**src/rtl/pram_arb_pkg.sv**
```systemverilog
// Shared definitions for the program-RAM arbiter: port indices, FSM states
// and small index/one-hot conversion helpers.
package pram_arb_pkg;

  localparam int NUM_PORTS = 3;

  localparam logic [1:0] PORT_SUB  = 2'd0;
  localparam logic [1:0] PORT_MAIN = 2'd1;
  localparam logic [1:0] PORT_DMA  = 2'd2;

  typedef enum logic [1:0] {
    IDLE  = 2'd0,
    GRANT = 2'd1,
    DATA  = 2'd2
  } state_e;

  // One-hot grant vector to port index; an illegal vector maps to the sub CPU.
  function automatic logic [1:0] onehot_to_idx(input logic [NUM_PORTS-1:0] oh);
    logic [1:0] idx;
    case (oh)
      3'b001:  idx = PORT_SUB;
      3'b010:  idx = PORT_MAIN;
      3'b100:  idx = PORT_DMA;
      default: idx = PORT_SUB;
    endcase
    return idx;
  endfunction

  // Port index to one-hot; an out-of-range index yields no bit set.
  function automatic logic [NUM_PORTS-1:0] idx_to_onehot(input logic [1:0] idx);
    logic [NUM_PORTS-1:0] oh;
    case (idx)
      PORT_SUB:  oh = 3'b001;
      PORT_MAIN: oh = 3'b010;
      PORT_DMA:  oh = 3'b100;
      default:   oh = 3'b000;
    endcase
    return oh;
  endfunction

endpackage

```
**src/rtl/pram_arb_if.sv**
```systemverilog
// Bundle of requester handshakes and RAM-side signals around the arbiter.
// slave: the arbiter itself. master: the requesters plus the RAM.
interface pram_arb_if;
  logic        req_sub,  req_main,  req_dma;
  logic        we_sub,   we_main,   we_dma;
  logic [15:0] addr_sub, addr_main, addr_dma;
  logic [7:0]  din_sub,  din_main,  din_dma;
  logic        ack_sub,  ack_main,  ack_dma;
  logic [7:0]  dout_sub, dout_main, dout_dma;
  logic [15:0] ram_addr;
  logic [7:0]  ram_din;
  logic        ram_we;
  logic [7:0]  ram_dout;
  logic        busy;

  modport slave (
    input  req_sub, req_main, req_dma,
    input  we_sub, we_main, we_dma,
    input  addr_sub, addr_main, addr_dma,
    input  din_sub, din_main, din_dma,
    input  ram_dout,
    output ack_sub, ack_main, ack_dma,
    output dout_sub, dout_main, dout_dma,
    output ram_addr, ram_din, ram_we,
    output busy
  );

  modport master (
    output req_sub, req_main, req_dma,
    output we_sub, we_main, we_dma,
    output addr_sub, addr_main, addr_dma,
    output din_sub, din_main, din_dma,
    output ram_dout,
    input  ack_sub, ack_main, ack_dma,
    input  dout_sub, dout_main, dout_dma,
    input  ram_addr, ram_din, ram_we,
    input  busy
  );
endinterface

```
**src/rtl/pram_arb_rr_pick3.sv**
```systemverilog
// Combinational 3-way round-robin selector. The search starts at the port
// after the last-granted pointer and wraps; the first requester found wins.
module rr_pick3
  import pram_arb_pkg::*;
(
  input  logic [NUM_PORTS-1:0] req_i,
  input  logic [1:0]           ptr_i,
  output logic [NUM_PORTS-1:0] gnt_o,
  output logic                 valid_o
);

  // Priority search in the order ptr+1, ptr+2, ptr+3 (mod 3).
  always_comb begin
    gnt_o = 3'b000;
    case (ptr_i)
      PORT_SUB: begin
        if (req_i[1])      gnt_o = 3'b010;
        else if (req_i[2]) gnt_o = 3'b100;
        else if (req_i[0]) gnt_o = 3'b001;
        else               gnt_o = 3'b000;
      end
      PORT_MAIN: begin
        if (req_i[2])      gnt_o = 3'b100;
        else if (req_i[0]) gnt_o = 3'b001;
        else if (req_i[1]) gnt_o = 3'b010;
        else               gnt_o = 3'b000;
      end
      default: begin
        // ptr = DMA (and the unused encoding) searches sub, main, dma.
        if (req_i[0])      gnt_o = 3'b001;
        else if (req_i[1]) gnt_o = 3'b010;
        else if (req_i[2]) gnt_o = 3'b100;
        else               gnt_o = 3'b000;
      end
    endcase
    valid_o = |req_i;
  end

endmodule

```
**src/rtl/pram_arb.sv**
```systemverilog
// Arbiter/sequencer for a shared single-port 64K x 8 RAM with a registered
// read. Each access walks IDLE -> GRANT -> DATA; all state moves on the
// falling clock edge and only while ce is high.
module pram_arb
  import pram_arb_pkg::*;
#(
  parameter int unsigned DMA_BURST    = 4,
  parameter int unsigned RR_RESET_PTR = 2
) (
  input  logic       clk,
  input  logic       rst,
  input  logic       ce,
  pram_arb_if.slave  bus
);

  localparam logic [3:0] BURST_MAX = 4'(DMA_BURST);
  localparam logic [1:0] PTR_RST   = 2'(RR_RESET_PTR);

  state_e                     state_q, state_d;
  logic [1:0]                 ptr_q, ptr_d;
  logic [3:0]                 burst_q, burst_d;
  logic [1:0]                 winner_q, winner_d;
  logic                       is_wr_q, is_wr_d;
  logic [15:0]                ram_addr_q, ram_addr_d;
  logic [7:0]                 ram_din_q, ram_din_d;
  logic                       ram_we_q, ram_we_d;
  logic [NUM_PORTS-1:0]       ack_q, ack_d;
  logic [NUM_PORTS-1:0][7:0]  dout_q, dout_d;
  logic                       busy_q, busy_d;

  logic [NUM_PORTS-1:0]       req_vec_s;
  logic [NUM_PORTS-1:0]       req_mask_s;
  logic [NUM_PORTS-1:0]       gnt_s;
  logic                       gnt_valid_s;
  logic                       dma_block_s;
  logic [1:0]                 win_idx_s;
  logic                       sel_we_s;
  logic [15:0]                sel_addr_s;
  logic [7:0]                 sel_din_s;

  // DMA is masked out once its burst is used up and a CPU is waiting.
  always_comb begin
    req_vec_s   = {bus.req_dma, bus.req_main, bus.req_sub};
    dma_block_s = (burst_q == BURST_MAX) && (bus.req_sub || bus.req_main);
    req_mask_s  = req_vec_s & {~dma_block_s, 2'b11};
  end

  rr_pick3 u_pick (
    .req_i   (req_mask_s),
    .ptr_i   (ptr_q),
    .gnt_o   (gnt_s),
    .valid_o (gnt_valid_s)
  );

  // Route the winning requester's command fields.
  always_comb begin
    win_idx_s = onehot_to_idx(gnt_s);
    case (win_idx_s)
      PORT_MAIN: begin
        sel_we_s = bus.we_main; sel_addr_s = bus.addr_main; sel_din_s = bus.din_main;
      end
      PORT_DMA: begin
        sel_we_s = bus.we_dma;  sel_addr_s = bus.addr_dma;  sel_din_s = bus.din_dma;
      end
      default: begin
        sel_we_s = bus.we_sub;  sel_addr_s = bus.addr_sub;  sel_din_s = bus.din_sub;
      end
    endcase
  end

  // Next-state and output logic; ack and ram_we default low so each pulses once.
  always_comb begin
    state_d    = state_q;
    ptr_d      = ptr_q;
    burst_d    = burst_q;
    winner_d   = winner_q;
    is_wr_d    = is_wr_q;
    ram_addr_d = ram_addr_q;
    ram_din_d  = ram_din_q;
    ram_we_d   = 1'b0;
    ack_d      = 3'b000;
    dout_d     = dout_q;
    case (state_q)
      IDLE: begin
        if (gnt_valid_s) begin
          ram_addr_d = sel_addr_s;
          ram_din_d  = sel_din_s;
          ram_we_d   = sel_we_s;
          is_wr_d    = sel_we_s;
          winner_d   = win_idx_s;
          if (win_idx_s == PORT_DMA) begin
            burst_d = (burst_q == BURST_MAX) ? burst_q : burst_q + 4'd1;
          end else begin
            burst_d = 4'd0;
          end
          state_d = GRANT;
        end else begin
          state_d = IDLE;
        end
      end
      GRANT: begin
        state_d = DATA;
      end
      DATA: begin
        ack_d = idx_to_onehot(winner_q);
        if (!is_wr_q) begin
          case (winner_q)
            PORT_SUB:  dout_d[0] = bus.ram_dout;
            PORT_MAIN: dout_d[1] = bus.ram_dout;
            PORT_DMA:  dout_d[2] = bus.ram_dout;
            default:   dout_d    = dout_q;
          endcase
        end else begin
          dout_d = dout_q;
        end
        ptr_d   = winner_q;
        state_d = IDLE;
      end
      default: begin
        state_d = IDLE;
      end
    endcase
    busy_d = (state_d != IDLE);
  end

  // State register: synchronous reset, otherwise advance only on enabled cycles.
  always_ff @(negedge clk) begin
    if (rst) begin
      state_q    <= IDLE;
      ptr_q      <= PTR_RST;
      burst_q    <= 4'd0;
      winner_q   <= PORT_SUB;
      is_wr_q    <= 1'b0;
      ram_addr_q <= 16'h0000;
      ram_din_q  <= 8'h00;
      ram_we_q   <= 1'b0;
      ack_q      <= 3'b000;
      dout_q     <= '0;
      busy_q     <= 1'b0;
    end else if (ce) begin
      state_q    <= state_d;
      ptr_q      <= ptr_d;
      burst_q    <= burst_d;
      winner_q   <= winner_d;
      is_wr_q    <= is_wr_d;
      ram_addr_q <= ram_addr_d;
      ram_din_q  <= ram_din_d;
      ram_we_q   <= ram_we_d;
      ack_q      <= ack_d;
      dout_q     <= dout_d;
      busy_q     <= busy_d;
    end
  end

  assign bus.ack_sub   = ack_q[0];
  assign bus.ack_main  = ack_q[1];
  assign bus.ack_dma   = ack_q[2];
  assign bus.dout_sub  = dout_q[0];
  assign bus.dout_main = dout_q[1];
  assign bus.dout_dma  = dout_q[2];
  assign bus.ram_addr  = ram_addr_q;
  assign bus.ram_din   = ram_din_q;
  assign bus.ram_we    = ram_we_q;
  assign bus.busy      = busy_q;

endmodule

```
**src/flat_wrapper.sv**
```systemverilog
// flat-port wrapper written by rule: the top's interface ports become plain ports
module pram_arb_flat import pram_arb_pkg::*;
#(
  parameter int unsigned DMA_BURST    = 4,
  parameter int unsigned RR_RESET_PTR = 2
)
  (clk, rst, ce, bus_req_sub, bus_req_main, bus_req_dma, bus_we_sub, bus_we_main, bus_we_dma, bus_addr_sub, bus_addr_main, bus_addr_dma, bus_din_sub, bus_din_main, bus_din_dma, bus_ram_dout, bus_ack_sub, bus_ack_main, bus_ack_dma, bus_dout_sub, bus_dout_main, bus_dout_dma, bus_ram_addr, bus_ram_din, bus_ram_we, bus_busy);
  pram_arb_if bus_i ();
  input  logic clk;
  input  logic rst;
  input  logic ce;
  input wire logic [$bits(bus_i.req_sub)-1:0] bus_req_sub;
  input wire logic [$bits(bus_i.req_main)-1:0] bus_req_main;
  input wire logic [$bits(bus_i.req_dma)-1:0] bus_req_dma;
  input wire logic [$bits(bus_i.we_sub)-1:0] bus_we_sub;
  input wire logic [$bits(bus_i.we_main)-1:0] bus_we_main;
  input wire logic [$bits(bus_i.we_dma)-1:0] bus_we_dma;
  input wire logic [$bits(bus_i.addr_sub)-1:0] bus_addr_sub;
  input wire logic [$bits(bus_i.addr_main)-1:0] bus_addr_main;
  input wire logic [$bits(bus_i.addr_dma)-1:0] bus_addr_dma;
  input wire logic [$bits(bus_i.din_sub)-1:0] bus_din_sub;
  input wire logic [$bits(bus_i.din_main)-1:0] bus_din_main;
  input wire logic [$bits(bus_i.din_dma)-1:0] bus_din_dma;
  input wire logic [$bits(bus_i.ram_dout)-1:0] bus_ram_dout;
  output wire logic [$bits(bus_i.ack_sub)-1:0] bus_ack_sub;
  output wire logic [$bits(bus_i.ack_main)-1:0] bus_ack_main;
  output wire logic [$bits(bus_i.ack_dma)-1:0] bus_ack_dma;
  output wire logic [$bits(bus_i.dout_sub)-1:0] bus_dout_sub;
  output wire logic [$bits(bus_i.dout_main)-1:0] bus_dout_main;
  output wire logic [$bits(bus_i.dout_dma)-1:0] bus_dout_dma;
  output wire logic [$bits(bus_i.ram_addr)-1:0] bus_ram_addr;
  output wire logic [$bits(bus_i.ram_din)-1:0] bus_ram_din;
  output wire logic [$bits(bus_i.ram_we)-1:0] bus_ram_we;
  output wire logic [$bits(bus_i.busy)-1:0] bus_busy;
  assign bus_i.req_sub = bus_req_sub;
  assign bus_i.req_main = bus_req_main;
  assign bus_i.req_dma = bus_req_dma;
  assign bus_i.we_sub = bus_we_sub;
  assign bus_i.we_main = bus_we_main;
  assign bus_i.we_dma = bus_we_dma;
  assign bus_i.addr_sub = bus_addr_sub;
  assign bus_i.addr_main = bus_addr_main;
  assign bus_i.addr_dma = bus_addr_dma;
  assign bus_i.din_sub = bus_din_sub;
  assign bus_i.din_main = bus_din_main;
  assign bus_i.din_dma = bus_din_dma;
  assign bus_i.ram_dout = bus_ram_dout;
  assign bus_ack_sub = bus_i.ack_sub;
  assign bus_ack_main = bus_i.ack_main;
  assign bus_ack_dma = bus_i.ack_dma;
  assign bus_dout_sub = bus_i.dout_sub;
  assign bus_dout_main = bus_i.dout_main;
  assign bus_dout_dma = bus_i.dout_dma;
  assign bus_ram_addr = bus_i.ram_addr;
  assign bus_ram_din = bus_i.ram_din;
  assign bus_ram_we = bus_i.ram_we;
  assign bus_busy = bus_i.busy;
  pram_arb #(.DMA_BURST(DMA_BURST), .RR_RESET_PTR(RR_RESET_PTR)) u_core (.clk(clk), .rst(rst), .ce(ce), .bus(bus_i));
endmodule
```
**config.mk**
```make
export PLATFORM = sky130hd
export DESIGN_NAME = pram_arb_flat
export DESIGN_NICKNAME = d
export VERILOG_FILES = /design/src/rtl/pram_arb_pkg.sv /design/src/rtl/pram_arb_if.sv /design/src/rtl/pram_arb_rr_pick3.sv /design/src/rtl/pram_arb.sv /design/src/flat_wrapper.sv
export SDC_FILE = /design/constraint.sdc
export NUM_CORES = 1
export LEC_CHECK = 0
export ABC_CLOCK_PERIOD_IN_PS = 3990
export CELL_PAD_IN_SITES_DETAIL_PLACEMENT = 0
export CELL_PAD_IN_SITES_GLOBAL_PLACEMENT = 2
export CORE_ASPECT_RATIO = 2
export CORE_MARGIN = 5
export CORE_UTILIZATION = 23
export DETAILED_ROUTE_END_ITERATION = 7
export PLACE_DENSITY = 0.86
export SLEW_MARGIN = 0
export SYNTH_ARGS = -nofsm -noshare
export SYNTH_HDL_FRONTEND = slang
export SYNTH_SLANG_ARGS = --single-unit
```
**constraint.sdc**
```tcl
create_clock -name clk -period 3.99 [get_ports clk]
set_input_delay 0.798 -clock clk [delete_from_list [all_inputs] [get_ports clk]]
set_output_delay 0.798 -clock clk [all_outputs]
set_load 0.05 [all_outputs]
```
==> results of run 1 <==
[layer usage]
layer | vias to the layer above | wire [microns] | global-route usage [%] | share of wire [%]
li1 | 1570 | - | - | -
met1 | 1506 | 3590 | 13.0 | 31
met2 | 115 | 6700 | 28.5 | 58
met3 | 22 | 792 | 6.95 | 6.9
met4 | 0 | 376 | 9.92 | 3.3
met5 | - | 0 | 0 | 0
[flip-flops by register name, summed over array words and instances, names as in the netlist]
register / count
u_core.is_wr_q: 1
u_core.burst_q: 4
u_core.bus.ram_we: 1
u_core.state_q: 2
u_core.bus.ram_din: 8
u_core.bus.ram_addr: 16
u_core.bus.dout_sub: 8
u_core.bus.dout_main: 8
u_core.ack_q: 3
u_core.winner_q: 2
u_core.ptr_q: 2
u_core.bus.busy: 1
u_core.bus.dout_dma: 8
[critical path, delay by kind of cell]
| family | cells | cell delay (ns) |
|---|---|---|
| buf+inv | 3 | 0.63 |
| compound gates | 4 | 0.74 |
[through the flow]
stage | utilization, % | total power [mW]
finish | 49.5 | 2.36
global route | 49.5 | 2.55
CTS | 48.8 | 2.41
detailed placement | 43.1 | 1.28
global placement | 43.1 | 1.27
floorplan | - | 1.00
[cell usage after synthesis (all sizes together)]
cell    number  share of area, %
a311oi       1              0.95
or2b         1              0.27
o31ai        1              0.27
nand2       33               4.5
dfxtp       64                46
a32o         1              0.36
a221oi      24               7.6
or4          1              0.41
or4b         1              0.36
a31oi        1              0.23
nand3        2              0.36
buf          5              0.90
o21a         1              0.27
or3          1              0.23
o21ai        2              0.36
o21bai       1              0.27
a22oi        1              0.27
nor3b        2              0.54
nand3b       4               1.1
o21ba        1              0.36
nor4b        1              0.32
clkbuf      19               2.6
nor2b        3              0.68
nand4        2              0.45
nor4         1              0.77
nor4bb       1              0.36
a21oi       13               2.3
inv          5              0.68
nor2        55               7.4
ha           2              0.90
nand2b       1              0.23
nor3         4              0.72
a211oi      28               7.9
mux2i       25               9.0
[final cells by class]
type                    count  area (sq um)
well taps                 145           181
fillers                  1125          5950
flip-flops and latches     64          1280
multi-input cells         215          1450
clock buffers               9           225
clock inverters            71           368
inverters                   4          15.0
repair buffers            173          2310
[worst max-delay path by stage]
stage	end	slack, ns	depth (start not counted)
detailed placement	u_core.bus.ram_we	-0.66	7
CTS	u_core.bus.ram_din[5]	0.03	8
global placement	u_core.bus.ram_we	-0.62	7
global route	u_core.bus.dout_dma[0]	0.01	7
floorplan	u_core.bus.dout_dma[0]	0.0008	5
finish	u_core.bus.ram_din[4]	0.07	7
[power groups by stage]
stage	logic (mW)	clock network, mW	registers, mW
after global routing	0.507	1.32	0.714
after CTS	0.471	1.23	0.712
after detailed placement	0.459	0.0989	0.720
after floorplan	0.106	0.0989	0.795
after global placement	0.455	0.0989	0.719
final	0.478	1.17	0.712
[logic make-up after synthesis]
group | share of synthesized area, %
buffers and inverters | 4.14
adders and majority gates | 0.901
muxes | 9.01
DFF | 46.1
AOI/OAI and AO/OA | 21.2
and+or+nand+nor | 18.6
[what timing repair did]
item                       4_1_cts  5_1_grt
setup buffers                    2        2
pin swaps                        5        5
hold endpoints to repair         0        0
cloned                           1        2
setup endpoints to repair       54       25
gates resized for setup         12       10
==> run metrics, run 1 <==
slowest CP cell a221oi_1; placed cell area 0.00507 sq mm; Clock transition at path regs 0.03 ns; die area 0.0145 sq mm; wire per inst 16.8 microns; Clk pwr share 49.6%; Final Cell Area 0.00582 sq mm; die width 87.7 microns; clock sink total 64; # placed instances 595; setup repair after global routing missed its margin false; Initial Util 23.6%; Worst VDD drop 0.300 mV; worst clock skew 0.0125 ns; Port Buffers 141; critical path type input pin to flop; Mapped Area 0.00278 sq mm; final setup margin 0.0656 ns; endpoints failing hold 0; Final Non-Filler Cells 681; Reg2Reg Launch Point u_core.burst_q[0]; CTS tree yes; gr usage total 15.6%; Slew @ Worst Pin 0.441 ns; Synth cell types 35; # IOs 142; Ant. Diodes 0; H-tree Lvls 3; total number of yosys warnings 0; area of the core 0.0118 sq mm; RR Endpoint u_core.bus.ram_din[4]; critical path, cell by cell dlygate4sd2_1 -> o21ba_2 -> a211oi_4 -> buf_4 -> clkbuf_16 -> a221oi_1 -> a211oi_1; post-route setup TNS 0 ns; total congestion overflow 0; Place WS -0.662 ns; clock root cell clkbuf_16; hpwl dp 8110 microns; Post-Syn Instances 308; reg-to-reg slack, setup 1.99 ns; synthesized area per cell 9.02 sq um; number of global-route vias before repair 3604; total internal power 1.64 mW; Hold Crit Class flop to flop; Num CTS Buffers 9; P_sw 0.723 mW; Via density 4.72; crit-path max FO 12; fin nets 622; Worst Hold Slack 0.500 ns; Setup violations, final 0; outcome complete, no violations; Reg power frac 30.2%; final wirelength 11500 microns; Max stage delay on crit path 0.31 ns; Gate power share 20.2%; Pre-antenna DRT Iters 4; Vias 3213; worst hold path depth 2; initial antenna violation count 0; commonest non-fill, non-tap cell in the layout clkdlybuf4s50_1; share of cells above drive strength 1 22.0%; nature of the critical path startpoint input pin; synthesis-to-finish area growth 110%; routability cong. 0.770; Skew-Pair Late Insertion Delay 0.39 ns; r2r worst-path depth 8; sequential-to-total area share from yosys stat 46.1%; Syn Nets 399; final max-slew violation count 0; largest net degree at the start of global routing 65; Pleak 2.53 nW; CP arrival 2.19 ns; worst slew margin relative to its limit 70.5%; Req. time, crit path 2.25 ns; first-pass GRT wire length 17200 microns; CTS Hold Bufs 0; Yosys reg bits 64; DRT antenna net count 0; DRC viols 0; most frequent cells in the layout clkdlybuf4s50_1, inv_1, dfxtp_1, buf_12, nor2_1; row count 56; Hold Path Origin u_core.ack_q[1]; crit path from bus_req_sub; clock buffer depth 2; Die H 165 microns; switching share of power 30.6%; endpoint class of the critical path flop; PD cells 405 mW/mm^2; Hold Path Sink u_core.ack_q[1]; Max Cap Viol 0; drt initial violations 89
No activity file was read; power rests on OpenSTA's default activity.
==> inputs of run 2 (changes only) <==
--- a/config.mk
+++ b/config.mk
@@ -5,7 +5,6 @@
 export SDC_FILE = /design/constraint.sdc
 export NUM_CORES = 1
 export LEC_CHECK = 0
-export ABC_CLOCK_PERIOD_IN_PS = 3990
 export CELL_PAD_IN_SITES_DETAIL_PLACEMENT = 0
 export CELL_PAD_IN_SITES_GLOBAL_PLACEMENT = 2
 export CORE_ASPECT_RATIO = 2
==> results of run 2 <==
The final DEF is identical to that of run 1; final timing and power are the same.
==> inputs of run 3 (changes only) <==
--- a/config.mk
+++ b/config.mk
@@ -12,6 +12,7 @@
 export CORE_UTILIZATION = 23
 export DETAILED_ROUTE_END_ITERATION = 7
 export PLACE_DENSITY = 0.86
+export REMOVE_ABC_BUFFERS = 1
 export SLEW_MARGIN = 0
 export SYNTH_ARGS = -nofsm -noshare
 export SYNTH_HDL_FRONTEND = slang
==> run 3 against run 2 <==
Core utilization down 0.57 points. Critical endpoint is now u_core.bus.ram_din[7]. Critical path depth grew 1. Largest power group unchanged. Final cell count down 1.0%. Highest routed layer unchanged.
==> run metrics, run 3 (synthesized netlist as in run 1, its figures left out) <==
outcome complete, no violations; CTS Hold Bufs 0 (unchanged); Worst VDD drop 0.205 mV (-32%); gr usage total 14.1% (-1.4 points); DRT antenna net count 0 (unchanged); Die H 165 microns (unchanged); Vias 3136 (-2.4%); Final Non-Filler Cells 674 (-1.0%); buffer and inverter count on the worst path 4 (+1); Initial Util 23.6% (unchanged); clock root cell clkbuf_16; most frequent cells in the layout clkdlybuf4s50_1, inv_1, dfxtp_1, buf_12, nor2_1; total congestion overflow 0 (unchanged); first-pass GRT wire length 15600 microns (-9.0%); r2r worst-path depth 8 (unchanged); P_sw 0.693 mW (-4.1%); endpoints failing hold 0 (unchanged); CTS tree yes; number of global-route vias before repair 3482 (-3.4%); initial antenna violation count 0 (unchanged); Worst Hold Slack 0.501 ns (+0.00117 ns); nature of the critical path startpoint input pin; FILL cells 1139 (+1.2%); crit-path max FO 12 (unchanged); die area 0.0145 sq mm (unchanged); commonest non-fill, non-tap cell in the layout clkdlybuf4s50_1; hpwl dp 7260 microns (-10%); Port Buffers 141 (unchanged); CP arrival 2.19 ns (about the same); wire per inst 15.6 microns (-7.0%); storage element area 0.00128 sq mm (unchanged); largest delay contributor family on the critical path buffers and inverters; # IOs 142 (unchanged); Via density 4.65 (-1.4%); synthesis-to-finish area growth 107%; area taken by multi-input logic gates 0.00148 sq mm (+2.3%); Setup violations, final 0 (unchanged); total internal power 1.43 mW (-13%); final wirelength 10500 microns (-7.9%); routability cong. 0.795 (+3.2%); Reg power frac 33.5% (+3.3 points); critical path, cell by cell clkdlybuf4s15_1 -> buf_6 -> nor3b_4 -> a211oi_4 -> buf_12 -> clkbuf_16 -> a221oi_1 -> a211oi_1; largest net degree at the start of global routing 65 (unchanged); switching share of power 32.6% (+2.0 points); Clock transition at path regs 0.03 ns (about the same); share of cells above drive strength 1 22.1% (+0.10 points); Levels on crit path 8 (+1); DRC viols 0 (unchanged); final max-slew violation count 0 (unchanged); area of the core 0.0118 sq mm (unchanged); worst hold path depth 2 (unchanged); worst slew margin relative to its limit 72.3% (+1.8 points); Clk pwr share 43.7% (-5.9 points); worst clock skew 0.0183 ns (+0.00576 ns); Skew-Pair Late Insertion Delay 0.39 ns (about the same); Num CTS Buffers 9 (unchanged); clock buffer depth 2 (unchanged); Pleak 2.47 nW (-2.2%); drt initial violations 80 (-10%); slowest CP cell a221oi_1; PD cells 369 mW/mm^2 (-9.0%); # placed instances 589 (-1.0%); clock sink total 64 (unchanged); fin nets 616 (-0.96%); die width 87.7 microns (unchanged); Req. time, crit path 2.25 ns (about the same); Max Cap Viol 0 (unchanged); row count 56 (unchanged); Gate power share 22.7% (+2.5 points); Slew @ Worst Pin 0.414 ns (-0.0273 ns); setup repair after global routing missed its margin true; max reg flops 16 (unchanged); Hold Crit Class flop to flop; H-tree Lvls 3 (unchanged); Max stage delay on crit path 0.30 ns (about the same); critical path type input pin to flop; Ant. Diodes 0 (unchanged); endpoint class of the critical path flop; Pre-antenna DRT Iters 4 (unchanged)
run 3: tightest hold or removal path, stage by stage, from the launching register on:
cell and delay, ns:
dfxtp_1 0.32, nand2_1 0.07, a21oi_1 0.05
run 3: routing by layer:
metal,vias to the layer above,track usage [%],routed length (microns)
li1,1549,-,-
met5,-,0,0
met4,0,9.08,268
met3,20,5.81,709
met1,1433,11.2,3260
met2,134,26.9,6310
run 3: final timing paths:
path	endpoint	slack, ns	startpoint
worst max register to register	u_core.bus.ram_addr[8]	1.97	u_core.burst_q[0]
worst min-delay path	u_core.ack_q[1]	0.50	u_core.ack_q[1]
worst max-delay path	u_core.bus.ram_din[7]	0.06	bus_req_main
worst min register to register	u_core.ack_q[1]	0.50	u_core.ack_q[1]
run 3: power by group through the flow:
| stage | combinational (mW) | sequential, mW | clock (mW) |
|---|---|---|---|
| after floorplan | 0.0905 | 0.796 | 0.0989 |
| after global placement | 0.445 | 0.718 | 0.0989 |
| after detailed placement | 0.448 | 0.720 | 0.0989 |
| after CTS | 0.458 | 0.712 | 0.978 |
| after global routing | 0.510 | 0.715 | 1.05 |
| final | 0.483 | 0.712 | 0.929 |
run 3: what timing repair did:
| item | CTS | global route |
|---|---|---|
| gates cloned | 1 | 3 |
| setup endpoints to repair | 58 | 26 |
| pin swaps | 5 | 3 |
| buffers inserted | 2 | 1 |
| resized for setup | 11 | 22 |
run 3: per-stage QoR:
| step | util [%] | setup WS, ns | TNS, ns | instance area, sq um | total power [mW] |
|---|---|---|---|---|---|
| finish | 48.9 | 0.0628 | 0 | 5760 | 2.12 |
| global route | 48.9 | -0.0152 | -0.0380 | 5760 | 2.28 |
| CTS | 47.4 | 0.0417 | 0 | 5580 | 2.15 |
| detailed placement | 42.6 | -0.716 | -34.42 | 5020 | 1.27 |
| global placement | 42.6 | -0.669 | -33.51 | 5020 | 1.26 |
| floorplan | - | -0.898 | -27.05 | 2680 | 0.985 |
run 3: cell type report:
cell class,instances,area share [%]
clock buffer,9,3.91
multi-input combinational,215,25.7
clock inverter,70,4.76
sequential,64,22.3
tap,145,3.15
timing repair buffer,167,39.9
inverter,4,0.261
